==> src/rtl/nibble_serial_addsub.sv <==
// nibble_serial_addsub
//
// Serial add/subtract unit. Computes A+B or A-B over WIDTH bits, four bits
// per clock, least-significant nibble first. Each nibble slice adds
// a + (b ^ {4{sub}}) + carry. The carry chain is seeded with sub, so
// subtraction is two's complement. The final flag is sub ^ carry-out: a
// carry for an add, a borrow for a subtract.
//
// Ports:
//   i_clk        rising-edge clock
//   i_rst_n      synchronous active-low reset
//   i_in_valid   operands presented on i_a / i_b / i_sub
//   o_in_ready   unit idle and able to accept operands
//   i_a, i_b     WIDTH-bit operands
//   i_sub        1 = A-B, 0 = A+B
//   o_out_valid  result on o_s / o_cout is valid
//   i_out_ready  consumer accepts the result
//   o_s          sum or difference modulo 2^WIDTH
//   o_cout       add: unsigned carry-out; subtract: borrow (A < B)

module nibble_serial_addsub #(
  parameter int WIDTH = 16
) (
  input  logic             i_clk,
  input  logic             i_rst_n,
  input  logic             i_in_valid,
  output logic             o_in_ready,
  input  logic [WIDTH-1:0] i_a,
  input  logic [WIDTH-1:0] i_b,
  input  logic             i_sub,
  output logic             o_out_valid,
  input  logic             i_out_ready,
  output logic [WIDTH-1:0] o_s,
  output logic             o_cout
);

  localparam int NIB = WIDTH / 4;
  localparam int CW  = (NIB > 1) ? $clog2(NIB) : 1;

  typedef enum logic [1:0] {
    IDLE,
    RUN,
    DONE
  } state_t;

  state_t           r_state;
  logic [WIDTH-1:0] r_a;
  logic [WIDTH-1:0] r_b;
  logic             r_sub;
  logic             r_carry;
  logic [CW-1:0]    r_cnt;
  logic [WIDTH-1:0] r_s;
  logic             r_cout;
  logic             r_inReady;
  logic             r_outValid;

  logic [3:0]       w_aNib;
  logic [3:0]       w_bNib;
  logic [4:0]       w_sum;

  // Select the nibble pair addressed by the counter. Constant-index slices
  // keep the mux plain for every legal WIDTH.
  always_comb begin
    w_aNib = '0;
    w_bNib = '0;
    for (int k = 0; k < NIB; k++) begin
      if (r_cnt == CW'(k)) begin
        w_aNib = r_a[4*k +: 4];
        w_bNib = r_b[4*k +: 4];
      end
    end
  end

  // One 4-bit add/sub slice. Bit 4 is the slice carry-out.
  assign w_sum = {1'b0, w_aNib} + {1'b0, w_bNib ^ {4{r_sub}}} + {4'b0000, r_carry};

  // Control FSM and datapath registers. Every output is registered here, so
  // the handshake flags change only on clock edges. In IDLE the operands are
  // latched. In RUN one nibble is produced per cycle. DONE holds the result
  // until the consumer takes it.
  always_ff @(posedge i_clk) begin
    if (!i_rst_n) begin
      r_state    <= IDLE;
      r_a        <= '0;
      r_b        <= '0;
      r_sub      <= 1'b0;
      r_carry    <= 1'b0;
      r_cnt      <= '0;
      r_s        <= '0;
      r_cout     <= 1'b0;
      r_inReady  <= 1'b1;
      r_outValid <= 1'b0;
    end else begin
      case (r_state)
        IDLE: begin
          if (i_in_valid) begin
            r_a       <= i_a;
            r_b       <= i_b;
            r_sub     <= i_sub;
            r_carry   <= i_sub;
            r_cnt     <= '0;
            r_inReady <= 1'b0;
            r_state   <= RUN;
          end
        end
        RUN: begin
          for (int k = 0; k < NIB; k++) begin
            if (r_cnt == CW'(k)) begin
              r_s[4*k +: 4] <= w_sum[3:0];
            end
          end
          r_carry <= w_sum[4];
          if (r_cnt == CW'(NIB - 1)) begin
            r_cout     <= r_sub ^ w_sum[4];
            r_outValid <= 1'b1;
            r_state    <= DONE;
          end else begin
            r_cnt <= r_cnt + CW'(1);
          end
        end
        DONE: begin
          if (i_out_ready) begin
            r_outValid <= 1'b0;
            r_inReady  <= 1'b1;
            r_state    <= IDLE;
          end
        end
        default: begin
          r_outValid <= 1'b0;
          r_inReady  <= 1'b1;
          r_state    <= IDLE;
        end
      endcase
    end
  end

  assign o_in_ready  = r_inReady;
  assign o_out_valid = r_outValid;
  assign o_s         = r_s;
  assign o_cout      = r_cout;

endmodule

==> config.mk <==
export PLATFORM = sky130hd
export DESIGN_NAME = nibble_serial_addsub
export DESIGN_NICKNAME = d
export VERILOG_FILES = /design/src/rtl/nibble_serial_addsub.sv
export SDC_FILE = /design/constraint.sdc
export NUM_CORES = 1
export LEC_CHECK = 0
export ABC_AREA = 1
export CAP_MARGIN = 20
export CORE_ASPECT_RATIO = 0.6
export CORE_UTILIZATION = 25
export CTS_CLUSTER_SIZE = 24
export DETAILED_ROUTE_END_ITERATION = 8
export SYNTH_ARGS = -nofsm -noshare
export SYNTH_HDL_FRONTEND = slang
export SYNTH_SLANG_ARGS = --single-unit
==> constraint.sdc <==
create_clock -name i_clk -period 2.3 [get_ports i_clk]
set_input_delay 0.46 -clock i_clk [delete_from_list [all_inputs] [get_ports i_clk]]
set_output_delay 0.46 -clock i_clk [all_outputs]
set_load 0.02 [all_outputs]
Word level (Yosys, flattened, before mapping). Index checks and enable logic that the tools add are counted.

Add/subtract/negate cells: 3. Equality and inequality tests: 9. Muxes and demuxes: 23. Bitwise gates (word level): 4. Reductions and logical operators: 13.

Operators by type and width (number): 4-bit 2-to-1 mux (8); 2-bit AND reduction (6); 3-bit AND reduction (4); 2-bit 2-to-1 mux (5); 2-bit != test, second input constant (4); 2-bit == test, second input constant (3); 1-bit one-hot mux with 3 select lines (2); 2-bit one-hot mux with 3 select lines (1); 4-bit by 4-bit adder with 5-bit output (1); 5-bit by 1-bit adder with 5-bit output (1); 1-bit 2-to-1 mux (5); 2-bit by 1-bit == test with 1-bit output, second input constant (2); 2-bit zero test (2); 2-bit one-hot mux with 2 select lines (1); 4-bit XOR (1); 2-bit by 1-bit adder with 2-bit output, second input constant (1); 1-bit inverter (2); 1-bit one-hot mux with 2 select lines (1); 2-bit nonzero test (1); 1-bit XOR (1).

Flip-flop bits (word level): 57. Output and inout bits: 19. Word-level logic and storage cells: 65.

Logic depth before layout (Yosys ltp).
Depth after elaboration: 9. Mapped depth: 20. Mapped depth without buffers: 19.

Worst setup path after synthesis. Ideal clock, no wire load.

Path kind: register to register. Start: reg r_cnt[1]. End: reg r_s[10], in the netlist o_s[10]. Library setup time: 0.064 ns. Arrival: 2.329 ns. Required time: 2.236 ns. Setup slack: -0.093 ns. Cell stages (with the launch flop): 15. Buffers on the path: 1. Path through: dfxtp_1 inv_1 ha_1 inv_2 buf_6 nand3_1 nand2_1 o21ai_0 o21ai_0 fa_1 inv_1 fa_1 xnor2_1 nor2_1 nor2_1.

Cells in the longest elaborated chain, start to end: 8.

RTL lines: start, declared (line 51) `logic [CW-1:0] r_cnt;`; start signal, assigned (line 118) `r_cnt <= r_cnt + CW'(1);`; 2-bit zero test (line 67) `if (r_cnt == CW'(k)) begin`; 4-bit 2-to-1 mux (4 in a row) (line 67); 4-bit XOR (line 75) `assign w_sum = {1'b0, w_aNib} + {1'b0, w_bNib ^ {4{r_sub}}} + {4'b0000, r_carry};`; 4-bit by 4-bit adder with 5-bit output (line 75); 5-bit by 1-bit adder with 5-bit output (line 75); end signal, assigned by index (line 109) `r_s[4*k +: 4] <= w_sum[3:0];`; end, declared (line 52) `logic [WIDTH-1:0] r_s;`.

Several ways; a longest one is shown, not always the timed one. A chain may end at the register's enable or synchronous reset.

Final worst setup path. Same ends and word-level chain as after synthesis.

==> metrics <==
Vias/cell 4.50; Mapped Area 2650 sq um; first-pass GRT wire length 11900 um; antenna fix cells 0; placed cell area 3400 sq um; # hold bufs at CTS 0; drt drc 0; min-delay worst type reg2reg; Max Root-Sink Buffers 2; Least-Margin Pin Slew 0.432 ns; Post-synth EDFFs 0; worst clock skew 0.00690 ns; crit path kind reg2reg; RSZ-0062 raised after global routing yes; Synth area leaders dfxtp_1, nor2_1, o21ai_0, nand2_1, nand3_1; crit path launch type flop; DIE HEIGHT 81.7 um; number of buffers created by CTS 9; asr flop ratio synth 0%; Unique masters post-synth 26; Yosys reg bits 57; setup slack after layout -0.0634 ns; NumNets Final 480; most frequent cell after synthesis nor2_1; clock root buffer clkbuf_16; Yosys top cell area share 43.1%; top cells by count, synth nor2_1, dfxtp_1, nand2_1, o21ai_0, nand3_1; post-route ant nets 0; wire length per cell approximately 13 um; syn nets 412; CP required 2.56 ns; antenna violations before repair 0; top cell type by total area after synthesis dfxtp_1; die area 11000 sq um; Clock Pin Slew Worst Setup and Hold Paths 0.05 ns; Max Clock Freq 423 MHz; # clock sinks 57; Initial Util around a quarter; vias after detailed routing 2581; grt total ovfl 0; run status complete, but fails checks; period utilization 103%; post-route minimum period around 2.4 ns; Cell Pwr Density 768 nW/um^2; H-tree Lvls 3; Post-synth top flop dfxtp_1; vias in the first global route roughly 2500; DRT Pass-1 Iters 4; die width 135 um; Worst Hold Path Cells 2; endpoint arrival time on the critical path ~2.6 ns; Leak Pwr 0.00162 uW; layout cells sized above 1 17.3%; CTS tree built; Worst slew margin around 71%; max capacitance violation total 0; yosys warns 0; P&R area growth vs syn 43.7%; Slew Viols, Final 0; Final setup viols 5; hpwl dp around 5500 um; Mapped Cells 366; core area 10100 sq um; Setup WS pre-CTS -0.0935 ns; GPL Wtd Cong around 0.85; worst vdd ir 394 uV; clk_lat worst skew between 0.3 and 0.4 ns; Reg2Reg Depth 13; failing checks negative setup slack; worst hold slack 0.450 ns; Max FO, Critical Path 4; largest net degree at the start of global routing 54; I/O Buffers 55; drt first-iter violations 111; total power 2920 uW; Final Hold Vio Count 0; wirelength, routed between 7000 and 8000 um; Synth Area per Inst 7.24 sq um; site row count 28; Critical Path End Type flop; cell area after layout 3810 sq um; post-synthesis sequential area ratio 43.1%; all-layer global routing usage between 10% and 20%; I/O pin cnt between 50 and 60
[final cells by class]
class | count | area (sq um)
timing repair buffer | 74 | 706
fill | 1045 | 6280
clock buffer | 10 | 239
multi-input combinational | 265 | 1390
inverter | 27 | 114
sequential | 57 | 1150
clock inverter | 6 | 43.8
tap | 135 | 169
[per-stage QoR]
stage | setup TNS, ns | utilization, % | std cells
2_1_floorplan | 0 | - | 366
3_3_place_gp | 0 | 33.7 | 554
3_5_place_dp | -0.298 | 33.7 | 554
4_1_cts | 0 | 37.0 | 571
5_1_grt | -2.02 | 37.7 | 574
6_report | -0.243 | 37.7 | 574
[power by group]
group	switching, uW	internal, uW
Combinational	328	268
Sequential	49.7	1060
Clock	463	755
Total	841	2080
[cells in the final DEF (no fill, tap or decap), types with 3 or more instances in the layout]
cell and count:
nor2_1 95, clkdlybuf4s50_1 55, dfxtp_1 55, nand2_1 49, o21ai_0 47, nand3_1 18
buf_4 18, a21oi_1 16, inv_1 15, clkbuf_16 9, inv_2 8, nand3_2 6
o21a_1 5, nand2_2 4, nor2_2 4, ha_1 4, clkinvlp_4 4, inv_4 3
ha_4 3
[sequential cells by signal, summed over array words and instances (netlist names), 2 cells and up]
| register | cells |
|---|---|
| o_s | 16 |
| r_a | 16 |
| r_b | 16 |
| r_cnt | 2 |
| r_state | 2 |
[worst max-delay path, cell delays in order, from the launching register on]
cell and delay, ns:
dfxtp_4 0.38, inv_4 0.05, ha_4 0.16, inv_2 0.08
nand3_1 0.07, nand2_1 0.07, o21ai_0 0.10, o21ai_1 0.24
fa_2 0.26, inv_2 0.04, fa_2 0.37, xnor2_2 0.26
nor2_1 0.09, nor2_1 0.12
[kinds of logic (layout without fill, tap and decap cells)]
family / count (synthesis) / in the layout / synth area share, %
simple gates: 180 / 180 / 28.7
compound gates: 75 / 75 / 15.3
flops: 57 / 57 / 43.1
buf+inv: 44 / 117 / 7.84
fa+ha+maj: 9 / 9 / 4.82
xor+xnor: 1 / 1 / 0.331
[worst paths after layout]
| check | start | end | slack, ns |
|---|---|---|---|
| max reg2reg | r_cnt[1] | o_s[10] | -0.06 |
| min | o_out_valid | o_out_valid | 0.45 |
| min reg2reg | o_out_valid | o_out_valid | 0.45 |
| max | r_cnt[1] | o_s[10] | -0.06 |
[layer usage]
layer / vias to the layer above / track usage, % / part of all wire [%]
met1: 1195 / 19.2 / 53
li1: 1318 / - / -
met3: 7 / 4.32 / 5.6
met2: 61 / 21.8 / 41
met5: - / 0 / 0
met4: 0 / 4.16 / 0.41
[what timing repair did]
action	in CTS	in global routing
pin swaps	2	9
buffers inserted	1	3
setup endpoints to repair	10	14
hold endpoints to repair	0	0
resized for setup	13	16
No activity file was read; power rests on OpenSTA's default activity.
